## config.mk

```make
export PLATFORM = sky130hd
export DESIGN_NAME = ms_dbio_ser
export DESIGN_NICKNAME = d
export VERILOG_FILES = /design/src/rtl/ms_dbio_pkg.sv /design/src/rtl/ms_dbio_timer.sv /design/src/rtl/ms_dbio_ser.sv
export SDC_FILE = /design/constraint.sdc
export NUM_CORES = 1
export LEC_CHECK = 0
export BUFFER_PORTS_ARGS = -buffer_cell sky130_fd_sc_hd__buf_2
export CAP_MARGIN = 20
export CORE_ASPECT_RATIO = 0.6
export CORE_MARGIN = 2
export CORE_UTILIZATION = 45
export DETAILED_ROUTE_END_ITERATION = 7
export PLACE_DENSITY = 0.73
export SYNTH_ARGS = -nofsm -noshare
export SYNTH_HDL_FRONTEND = slang
export SYNTH_SLANG_ARGS = --single-unit
```

## constraint.sdc

```tcl
create_clock -name AClkH -period 2.7 [get_ports AClkH]
set_input_delay 0.54 -clock AClkH [delete_from_list [all_inputs] [get_ports AClkH]]
set_output_delay 0.54 -clock AClkH [all_outputs]
set_load 0.05 [all_outputs]
```

## src/rtl/ms_dbio_pkg.sv

```systemverilog
// Shared definitions for the DBIO serializer: field widths, byte limit, FSM states and
// the request byte-count clamp.
package ms_dbio_pkg;

    localparam int unsigned DbioAddrW    = 12;
    localparam int unsigned DbioDataW    = 64;
    localparam int unsigned DbioIdxW     = 4;
    localparam int unsigned DbioMaxBytes = 8;

    typedef enum logic [1:0] {
        StIdle,
        StWr,
        StRd,
        StDone
    } dbio_state_e;

    function automatic logic [DbioIdxW-1:0] clamp_idx(input logic [DbioIdxW-1:0] idx,
                                                      input int unsigned max_bytes);
        return (32'(idx) > max_bytes) ? DbioIdxW'(max_bytes) : idx;
    endfunction

endpackage

```

## src/rtl/ms_dbio_timer.sv

```systemverilog
// Per-byte ack watchdog: loadable down-counter with synchronous clear and a zero flag.
module ms_dbio_timer #(
    parameter int unsigned Width = 6
) (
    input  logic             clk_i,
    input  logic             rst_ni,
    input  logic             en_i,
    input  logic             clr_i,
    input  logic             load_i,
    input  logic [Width-1:0] load_val_i,
    input  logic             dec_i,
    output logic             zero_o
);

    logic [Width-1:0] cnt_q, cnt_d;

    always_comb begin
        cnt_d = cnt_q;
        if (load_i) begin
            cnt_d = load_val_i;
        end else if (clr_i) begin
            cnt_d = '0;
        end else if (dec_i && (cnt_q != '0)) begin
            cnt_d = cnt_q - 1'b1;
        end
    end

    always_ff @(posedge clk_i) begin
        if (!rst_ni) begin
            cnt_q <= '0;
        end else if (en_i) begin
            cnt_q <= cnt_d;
        end
    end

    assign zero_o = (cnt_q == '0);

endmodule

```

## src/rtl/ms_dbio_ser.sv

```systemverilog
// DBIO request serializer: runs one parallel boot-FSM request as byte-wise debug-bus
// write/read handshakes and gathers the returned read bytes into a 64b word.
module ms_dbio_ser
    import ms_dbio_pkg::*;
#(
    parameter int unsigned CTimeout  = 64,
    parameter int unsigned CMaxBytes = DbioMaxBytes
) (
    input  logic                 AClkH,
    input  logic                 AResetHN,
    input  logic                 AClkHEn,
    input  logic [DbioAddrW-1:0] ADbioAddr,
    input  logic [DbioDataW-1:0] ADbioMosi,
    input  logic [DbioIdxW-1:0]  ADbioMosiIdx,
    input  logic [DbioIdxW-1:0]  ADbioMisoIdx,
    input  logic                 ADbioMosi1st,
    input  logic                 ADbioMiso1st,
    output logic [DbioAddrW-1:0] ASerAddr,
    output logic [7:0]           ASerMosi,
    output logic                 ASerWr,
    output logic                 ASerRd,
    output logic                 ASer1st,
    input  logic                 ASerAck,
    input  logic [7:0]           ASerMiso,
    output logic [DbioDataW-1:0] AMiso,
    output logic                 AMisoValid,
    output logic                 ABusy,
    output logic                 AErr,
    output logic                 ALost
);

    localparam int unsigned TimerW = $clog2(CTimeout);

    dbio_state_e          state_q, state_d;
    logic [DbioIdxW-1:0]  cnt_q, cnt_d, nw_q, nw_d, nr_q, nr_d;
    logic [DbioAddrW-1:0] addr_q, addr_d;
    logic [DbioDataW-1:0] mosi_q, mosi_d, miso_q, miso_d;
    logic                 fw_q, fw_d, fr_q, fr_d, err_q, err_d, lost_q, lost_d;
    logic                 req, tmr_load, tmr_clr, tmr_dec, tmr_zero;
    logic [DbioIdxW-1:0]  cnt_inc;
    logic [5:0]           byte_sel;

    // Idle bus from the boot FSM is all zeros, so any non-zero byte count is a request.
    assign req      = (ADbioMosiIdx != '0) || (ADbioMisoIdx != '0);
    assign cnt_inc  = cnt_q + 4'd1;
    assign byte_sel = {cnt_q[2:0], 3'b000};

    always_comb begin
        state_d  = state_q;
        cnt_d    = cnt_q;
        nw_d     = nw_q;
        nr_d     = nr_q;
        addr_d   = addr_q;
        mosi_d   = mosi_q;
        miso_d   = miso_q;
        fw_d     = fw_q;
        fr_d     = fr_q;
        err_d    = err_q;
        lost_d   = lost_q;
        tmr_load = 1'b0;
        tmr_clr  = 1'b0;
        tmr_dec  = 1'b0;
        if (req && (state_q != StIdle)) begin
            lost_d = 1'b1;
        end
        unique case (state_q)
            StIdle: begin
                if (req) begin
                    addr_d   = ADbioAddr;
                    mosi_d   = ADbioMosi;
                    miso_d   = '0;
                    nw_d     = clamp_idx(ADbioMosiIdx, CMaxBytes);
                    nr_d     = clamp_idx(ADbioMisoIdx, CMaxBytes);
                    fw_d     = ADbioMosi1st;
                    fr_d     = ADbioMiso1st;
                    cnt_d    = '0;
                    tmr_load = 1'b1;
                    state_d  = (ADbioMosiIdx != '0) ? StWr : StRd;
                end
            end
            StWr: begin
                // An ack in the timeout cycle still counts as a transfer.
                if (ASerAck) begin
                    tmr_load = 1'b1;
                    if (cnt_inc == nw_q) begin
                        cnt_d   = '0;
                        state_d = (nr_q != '0) ? StRd : StDone;
                    end else begin
                        cnt_d = cnt_inc;
                    end
                end else if (tmr_zero) begin
                    err_d   = 1'b1;
                    state_d = StDone;
                end else begin
                    tmr_dec = 1'b1;
                end
            end
            StRd: begin
                if (ASerAck) begin
                    tmr_load               = 1'b1;
                    miso_d[byte_sel +: 8]  = ASerMiso;
                    if (cnt_inc == nr_q) begin
                        cnt_d   = '0;
                        state_d = StDone;
                    end else begin
                        cnt_d = cnt_inc;
                    end
                end else if (tmr_zero) begin
                    err_d   = 1'b1;
                    state_d = StDone;
                end else begin
                    tmr_dec = 1'b1;
                end
            end
            StDone: begin
                tmr_clr = 1'b1;
                state_d = StIdle;
            end
            default: state_d = StIdle;
        endcase
    end

    always_ff @(posedge AClkH) begin
        if (!AResetHN) begin
            state_q <= StIdle;
            cnt_q   <= '0;
            nw_q    <= '0;
            nr_q    <= '0;
            addr_q  <= '0;
            mosi_q  <= '0;
            miso_q  <= '0;
            fw_q    <= 1'b0;
            fr_q    <= 1'b0;
            err_q   <= 1'b0;
            lost_q  <= 1'b0;
        end else if (AClkHEn) begin
            state_q <= state_d;
            cnt_q   <= cnt_d;
            nw_q    <= nw_d;
            nr_q    <= nr_d;
            addr_q  <= addr_d;
            mosi_q  <= mosi_d;
            miso_q  <= miso_d;
            fw_q    <= fw_d;
            fr_q    <= fr_d;
            err_q   <= err_d;
            lost_q  <= lost_d;
        end
    end

    ms_dbio_timer #(
        .Width(TimerW)
    ) u_timer (
        .clk_i     (AClkH),
        .rst_ni    (AResetHN),
        .en_i      (AClkHEn),
        .clr_i     (tmr_clr),
        .load_i    (tmr_load),
        .load_val_i(TimerW'(CTimeout - 1)),
        .dec_i     (tmr_dec),
        .zero_o    (tmr_zero)
    );

    assign ASerAddr   = addr_q;
    assign ASerWr     = (state_q == StWr);
    assign ASerRd     = (state_q == StRd);
    assign ASerMosi   = ASerWr ? mosi_q[byte_sel +: 8] : 8'h00;
    assign ASer1st    = (cnt_q == '0) && ((ASerWr && fw_q) || (ASerRd && fr_q));
    assign AMiso      = miso_q;
    assign AMisoValid = (state_q == StDone);
    assign ABusy      = (state_q != StIdle);
    assign AErr       = err_q;
    assign ALost      = lost_q;

endmodule

```

==> results.md, run 1 <==
* FMAX at 389 MHz
* Root Driver: clkbuf_16
* Final Critical Period at 2.57 ns
* Die Width at 166 um
* Max_slew headroom at 0.493
* Worst Hold Launch: ADbioAddr[0]
* Clock Sink Count at 164
* CP arrival at 2.03 ns
* Die area at 16700 sq um
* Fill cells at 1434
* First-pass GRT wire length at 32500 um
* Num rows at 35
* Crit path max fanout at 9
* Slew @ Worst Pin at 0.756 ns
* Drt drc at 0
* Synthesis-to-layout area growth at 26.0%
* Syn_nets at 924
* Top-area cell type share of the netlist area at 0.465
* Final nets at 1097
* GRT Overall Usage at 0.245
* GR Overflow Total at 0
* Area of the multi-input gates at 3490 sq um
* Startpoint types: register
* Avg WL per Cell at 16.9 um
* Worst-path clk slew at 0.08 ns
* CP Capture Type: output pin
* Async SR Flop Fraction at 0
* Crit path required time at 2.16 ns
* Final setup violation count at 0
* Vias in the first global route at 6077
* Reg-to-reg startpoint: cnt_q[0]$_SDFFE_PN0P_
* Max-cap violations at 0
* CP Class: register to output pin
* Pins over their slew limit at 0
* CP cell instances: ha_1 > clkinv_1 > a21oi_1 > buf_2
* Yosys top cell by area: dfxtp_1
* Initial Util at 0.461
* Final hold slack at 0.350 ns
* Power density cells at 692 nW/um^2
* EDFF count, synth at 0
* CTS tree: done
* Fin crit share at 0.952
* Yosys reg bits at 164
* Synthesized area per cell at 8.67 sq um
* Initial DRC count at 668
* Longest Clk Path Bufs at 2
* Slowest cell on the critical path: dfxtp_1
* YS warnings at 0
* Die H at 101 um
* CTS Hold Buffers Added at 0
* Status: completed
* DRT Pass-1 Iters at 5
* Initial antenna violation count at 1
* Syn Inst Count at 814
* Worst Setup SP: state_q[0]$_SDFFE_PN0P_
* Post-DP HPWL at 14700 um
* Slowest stage delay, CP at 0.43 ns
* Pleak at 0.00373 uW
* Distinct cells, synth at 64
* Register area share after synthesis at 0.465
* ANT cells at 0
* Final Hold Viols at 0
* Setup TNS at 0 ns
* Total CTS buffers at 17
* Share of layout cells above drive strength 1 at 0.289
* RSZ-0062 raised after global routing: no
* Top cells by area, synth: dfxtp_1 47%, nand2_1 10%, a21oi_1 7.4%
* IO Port Bufs at 188
* Total Wirelength at 20300 um
* Post-DR vias/cell at 5.48
* Worst vdd ir at 0.375 mV
* Post-Syn Area at 7060 sq um
* CTS resizes at 0
* Largest net degree at the start of global routing at 95
* Final ANT Viol Nets at 0
* Core area at 15300 sq um
* Global placement routability congestion at 0.893
* Crit path buf inv count at 2
* DR vias at 6587
* Most used DFF post-synth: dfxtp_1
* Sequential Area at 3290 sq um
* Hold WC Path Type: input pin to register
* Skew-Pair Late Insertion Delay at 0.42 ns
* I/O Pins at 189
* Top delay family on crit path: buffers and inverters
* Clk_skew at 0.0163 ns
* H-tree lvl count at 4
[cell usage after synthesis (all sizes together), types with 4 or more instances]
master  count
or2         4
nor3        8
a32oi       6
o31ai       7
nor3b       4
nand3b      8
a31oi       6
dfxtp     164
a22oi      47
nand3      11
o21ai      11
xnor2       4
inv        19
a22o       12
a21oi     105
nor2       62
nand2     192
ha         12
xor2        4
buf        26
clkbuf     33
a211oi      5
mux4       16
nor4        6
[timing repair]
item,CTS,global route
setup endpoints to repair,0,1
hold endpoints to repair,0,0
setup buffers,0,0
[worst reg2reg max path: cells and delay by family, from the launching register on]
| kind | cells | cell delay, ns |
|---|---|---|
| flops | 1 | 0.35 |
| compound gates | 1 | 0.17 |
| simple gates | 4 | 1.29 |
| buf+inv | 1 | 0.06 |
| fa+ha+maj | 1 | 0.52 |
[metal layers]
metal	global-route usage	routed length (um)	share of wire
met1	0.380	10400	0.51
met2	0.326	7900	0.39
met3	0.0805	1890	0.093
met4	0.0428	121	0.0060
met5	0	0	0
[kinds of logic (layout without fill, tap and decap cells)]
| logic type | Yosys count | after routing | synth area share |
|---|---|---|---|
| and+or+nand+nor | 313 | 313 | 0.199 |
| AOI/OAI and AO/OA | 218 | 218 | 0.199 |
| DFF | 164 | 164 | 0.465 |
| buffers and inverters | 80 | 266 | 0.0466 |
| muxes | 17 | 17 | 0.0525 |
| adders and majority gates | 12 | 12 | 0.0213 |
| xor gates and xnor gates | 10 | 10 | 0.0163 |
[state kept, by name (all words and copies together) (netlist names)]
name / flops
AErr: 1
ALost: 1
AMiso: 64
ASerAddr: 12
cnt_q: 4
fr_q: 1
fw_q: 1
mosi_q: 64
nr_q: 4
nw_q: 4
state_q: 2
u_timer.cnt_q: 6
[stage by stage]
stage	std cells	setup WS, ns	total power [uW]	util	instance area [sq um]
floorplan	814	0.00760	3420	-	7110
global placement	1171	0.277	3770	0.542	8310
detailed placement	1171	0.235	3780	0.542	8310
CTS	1203	0.154	6180	0.580	8890
global route	1203	0.0163	6440	0.580	8890
finish	1203	0.130	6150	0.580	8890
[path summary, 6_finish.rpt]
path	slack (ns)	end	cells after the start
setup / recovery	0.13	ASerMosi[2]	4
hold / removal	0.35	ASerAddr[0]$_SDFFE_PN0P_	3
setup reg to reg	0.22	AMiso[49]$_SDFFE_PN0P_	7
hold reg to reg	0.45	ASerAddr[6]$_SDFFE_PN0P_	2
[cell usage in the layout, fill, tap and decap left out, types with 5 or more instances in the layout]
cell type  count
inv_1         18
a211oi_1       5
o31ai_1        5
nand3_1        8
a22o_1        12
mux4_2        16
a31oi_1        6
nand3b_1       8
a22oi_1       47
buf_4         19
a21oi_1      105
buf_12         6
o21ai_0       11
nand2_1      192
a32oi_1        6
buf_2        188
ha_1          12
nor2_1        62
inv_6          7
dfxtp_1      162
clkbuf_16     17
[cell type report]
| cell class | instances | share of cell area |
|---|---|---|
| multi-input cells | 570 | 0.392 |
| clock inverters | 14 | 0.0173 |
| clock buffers | 18 | 0.0482 |
| inverters | 21 | 0.00914 |
| flip-flops and latches | 164 | 0.369 |
| well taps | 203 | 0.0286 |
| repair buffers | 213 | 0.135 |
[power breakdown]
group	switching [uW]	internal, uW
combinational	718	380
clock	1090	1320
sequential	89.2	2560
total	1900	4260
Note: power is estimated with default switching activity, not from simulation.
==> run 2, diff against run 1 <==
--- a/config.mk
+++ b/config.mk
@@ -5,13 +5,14 @@
 export SDC_FILE = /design/constraint.sdc
 export NUM_CORES = 1
 export LEC_CHECK = 0
+export ABC_AREA = 1
 export BUFFER_PORTS_ARGS = -buffer_cell sky130_fd_sc_hd__buf_2
 export CAP_MARGIN = 20
 export CORE_ASPECT_RATIO = 0.6
 export CORE_MARGIN = 2
 export CORE_UTILIZATION = 45
 export DETAILED_ROUTE_END_ITERATION = 7
-export PLACE_DENSITY = 0.73
+export PLACE_DENSITY = 0.72
 export SYNTH_ARGS = -nofsm -noshare
 export SYNTH_HDL_FRONTEND = slang
 export SYNTH_SLANG_ARGS = --single-unit
==> run 2 against run 1 <==
Clock skew is 0.0018 ns higher. First-iteration DRC count is 2.4% higher. Register-to-register slack better by 0.28 ns. Cell area is 2.6% higher. Maximum frequency is 0.16% lower. Final cell count is 20% higher. Critical path type unchanged. Critical endpoint is now ASerMosi[6].
==> results.md, run 2 <==
* Initial DRC count at 684
* Register area share after synthesis at 0.444
* GRT Overall Usage at 0.255
* Total CTS buffers at 17
* Worst-path clk slew at 0.08 ns
* Yosys reg bits at 164
* Area after DPL at 8520 sq um
* Root Driver: clkbuf_16
* Final Critical Period at 2.57 ns
* Global placement routability congestion at 0.935
* Startpoint types: register
* Worst Hold Launch: ADbioMosi[28]
* First-pass GRT wire length at 34900 um
* H-tree lvl count at 4
* Most used DFF post-synth: dfxtp_1
* Largest net degree at the start of global routing at 91
* Final ANT Viol Nets at 0
* Syn Inst Count at 1054
* YS warnings at 0
* CP Class: register to output pin
* Total Wirelength at 22000 um
* ANT cells at 0
* Fin crit share at 0.954
* CP Capture Type: output pin
* Drt drc at 0
* Core area at 16200 sq um
* Top-area cell type share of the netlist area at 0.444
* Finished Layout Cells at 1440
* EDFF count, synth at 0
* Num rows at 36
* Pleak at 0.00399 uW
* Total setup buffers inserted after CTS at 0
* Power density cells at 680 nW/um^2
* Max-cap violations at 0
* Avg WL per Cell at 15.3 um
* Status: completed
* Final Hold Viols at 0
* Final hold slack at 0.324 ns
* CP arrival at 2.03 ns
* Clk_skew at 0.0181 ns
* Initial Util at 0.457
* Hold WC Path Type: input pin to register
* Setup TNS at 0 ns
* Vias in the first global route at 6573
* Crit path required time at 2.16 ns
* Synthesized area per cell at 7.02 sq um
* DR vias at 7470
* DRT Pass-1 Iters at 5
* Skew-Pair Late Insertion Delay at 0.43 ns
* Pins over their slew limit at 0
* IO Port Bufs at 188
* I/O Pins at 189
* GR Overflow Total at 0
* Distinct cells, synth at 30
* CTS tree: done
* Post-DR vias/cell at 5.19
* Worst setup path end: ASerMosi[6]
* R2R depth at 6
* Top-count cell post-synth: nand2_1
* Die Width at 170 um
* Commonest non-fill, non-tap cell in the layout: buf_2
* # placed instances at 1408
* Final setup violation count at 0
* Initial antenna violation count at 0
* Async SR Flop Fraction at 0
* Final nets at 1328
* Commonest cells after routing, fill and taps aside: 184 x buf_2, 180 x nand2_1, 163 x dfxtp_1
* Post-DP HPWL at 16100 um
* Die area at 17500 sq um
* Top cells by area, synth: dfxtp_1 44%, a21oi_1 9.6%, nand2_1 9.1%
* Worst vdd ir at 0.367 mV
* RSZ-0062 raised after global routing: no
* Slowest stage delay, CP at 0.40 ns
* Fill cells at 1547
* Die H at 103 um
* Flop2flop setup slack at 0.50 ns
* Design area at 9120 sq um
* Share of layout cells above drive strength 1 at 0.223
* Post-Syn Area at 7400 sq um
* Reg-to-reg startpoint: cnt_q[0]$_SDFFE_PN0P_
* Yosys top cell by area: dfxtp_1
* Syn_nets at 1164
* Slew @ Worst Pin at 0.687 ns
* FF-to-FF End: AMiso[10]$_SDFFE_PN0P_
* Post-synth top cells: 180 x nand2_1, 164 x dfxtp_1, 159 x nor2_1
* Clock Sink Count at 164
* Worst Setup SP: cnt_q[0]$_SDFFE_PN0P_
* Slowest cell on the critical path: dfxtp_1
* CP cell instances: inv_4 > a21oi_1 > o21ai_0 > nand3_1 > nand2_1 > a31oi_1 > buf_4
* Max_slew headroom at 0.541
* Crit path max fanout at 24
* Longest Clk Path Bufs at 2
* Synthesis-to-layout area growth at 23.3%
* FMAX at 388 MHz
[run 2: cell types whose count changed in the layout (fill, tap and decap cells not counted), sizes merged, moves of 10 or more]
cell	before	now
nand3	11	104
inv	30	85
a22o	12	0
a22oi	47	0
nor2	62	164
buf	213	203
a21oi	105	142
mux4	16	0
o21ai	11	115
[run 2: kinds of logic after synthesis]
group                      count (synthesis)  share of synthesized area
buffers and inverters                    137                     0.0751
adders and majority gates                 12                     0.0203
xor gates and xnor gates                   4                    0.00474
AOI/OAI and AO/OA                        269                      0.186
and+or+nand+nor                          468                      0.270
DFF                                      164                      0.444
[run 2: worst min-delay path by stage]
stage	slack [ns]	to	depth (start not counted)
after CTS	0.32	mosi_q[28]$_SDFFE_PN0P_	3
after detailed placement	0.45	mosi_q[22]$_SDFFE_PN0P_	2
final	0.32	mosi_q[28]$_SDFFE_PN0P_	3
after global placement	0.45	mosi_q[9]$_SDFFE_PN0P_	2
after global routing	0.32	mosi_q[28]$_SDFFE_PN0P_	3
after floorplan	0.43	mosi_q[54]$_SDFFE_PN0P_	2
[run 2: final cells by class]
cell class,instances,area (sq um),share of cell area
Clock buffer,17,425,0.0466
Clock inverter,15,161,0.0177
Inverter,77,295,0.0324
Multi-Input combinational cell,753,3570,0.391
Sequential cell,164,3280,0.360
Tap cell,209,262,0.0287
Timing Repair Buffer,205,1130,0.124
[run 2: routing by layer]
layer / vias up / global-route usage / part of all wire
met1: 3338 / 0.416 / 0.54
met5: - / 0 / 0
met3: 10 / 0.0624 / 0.094
met4: 0 / 0.0559 / 0.0042
met2: 302 / 0.324 / 0.37
li1: 3820 / - / -
[run 2: where the power goes]
group	internal (uW)	switching [uW]	total, uW	leakage (uW)
clock network	1240	1160	2400	0.000287
registers	2580	82.5	2670	0.00134
logic	346	795	1140	0.00236
[run 2: repair_timing]
item / in CTS / in global routing
gates resized for setup: 1 / 10
hold buffers: 0 / 0
setup endpoints to repair: 1 / 8
[run 2: critical path: cells and delay by family (launching register included)]
| family | cells | cell delay, ns |
|---|---|---|
| simple gates | 2 | 0.21 |
| compound gates | 3 | 0.59 |
| flops | 1 | 0.40 |
| buf+inv | 2 | 0.40 |
[run 2: through the flow]
stage | setup slack, ns | utilization | total power [uW]
after floorplan | 0.0314 | - | 3520
after global placement | 0.484 | 0.527 | 3830
after detailed placement | 0.456 | 0.527 | 3840
after CTS | 0.0448 | 0.563 | 6230
after global routing | 0.0226 | 0.564 | 6500
final | 0.125 | 0.564 | 6210
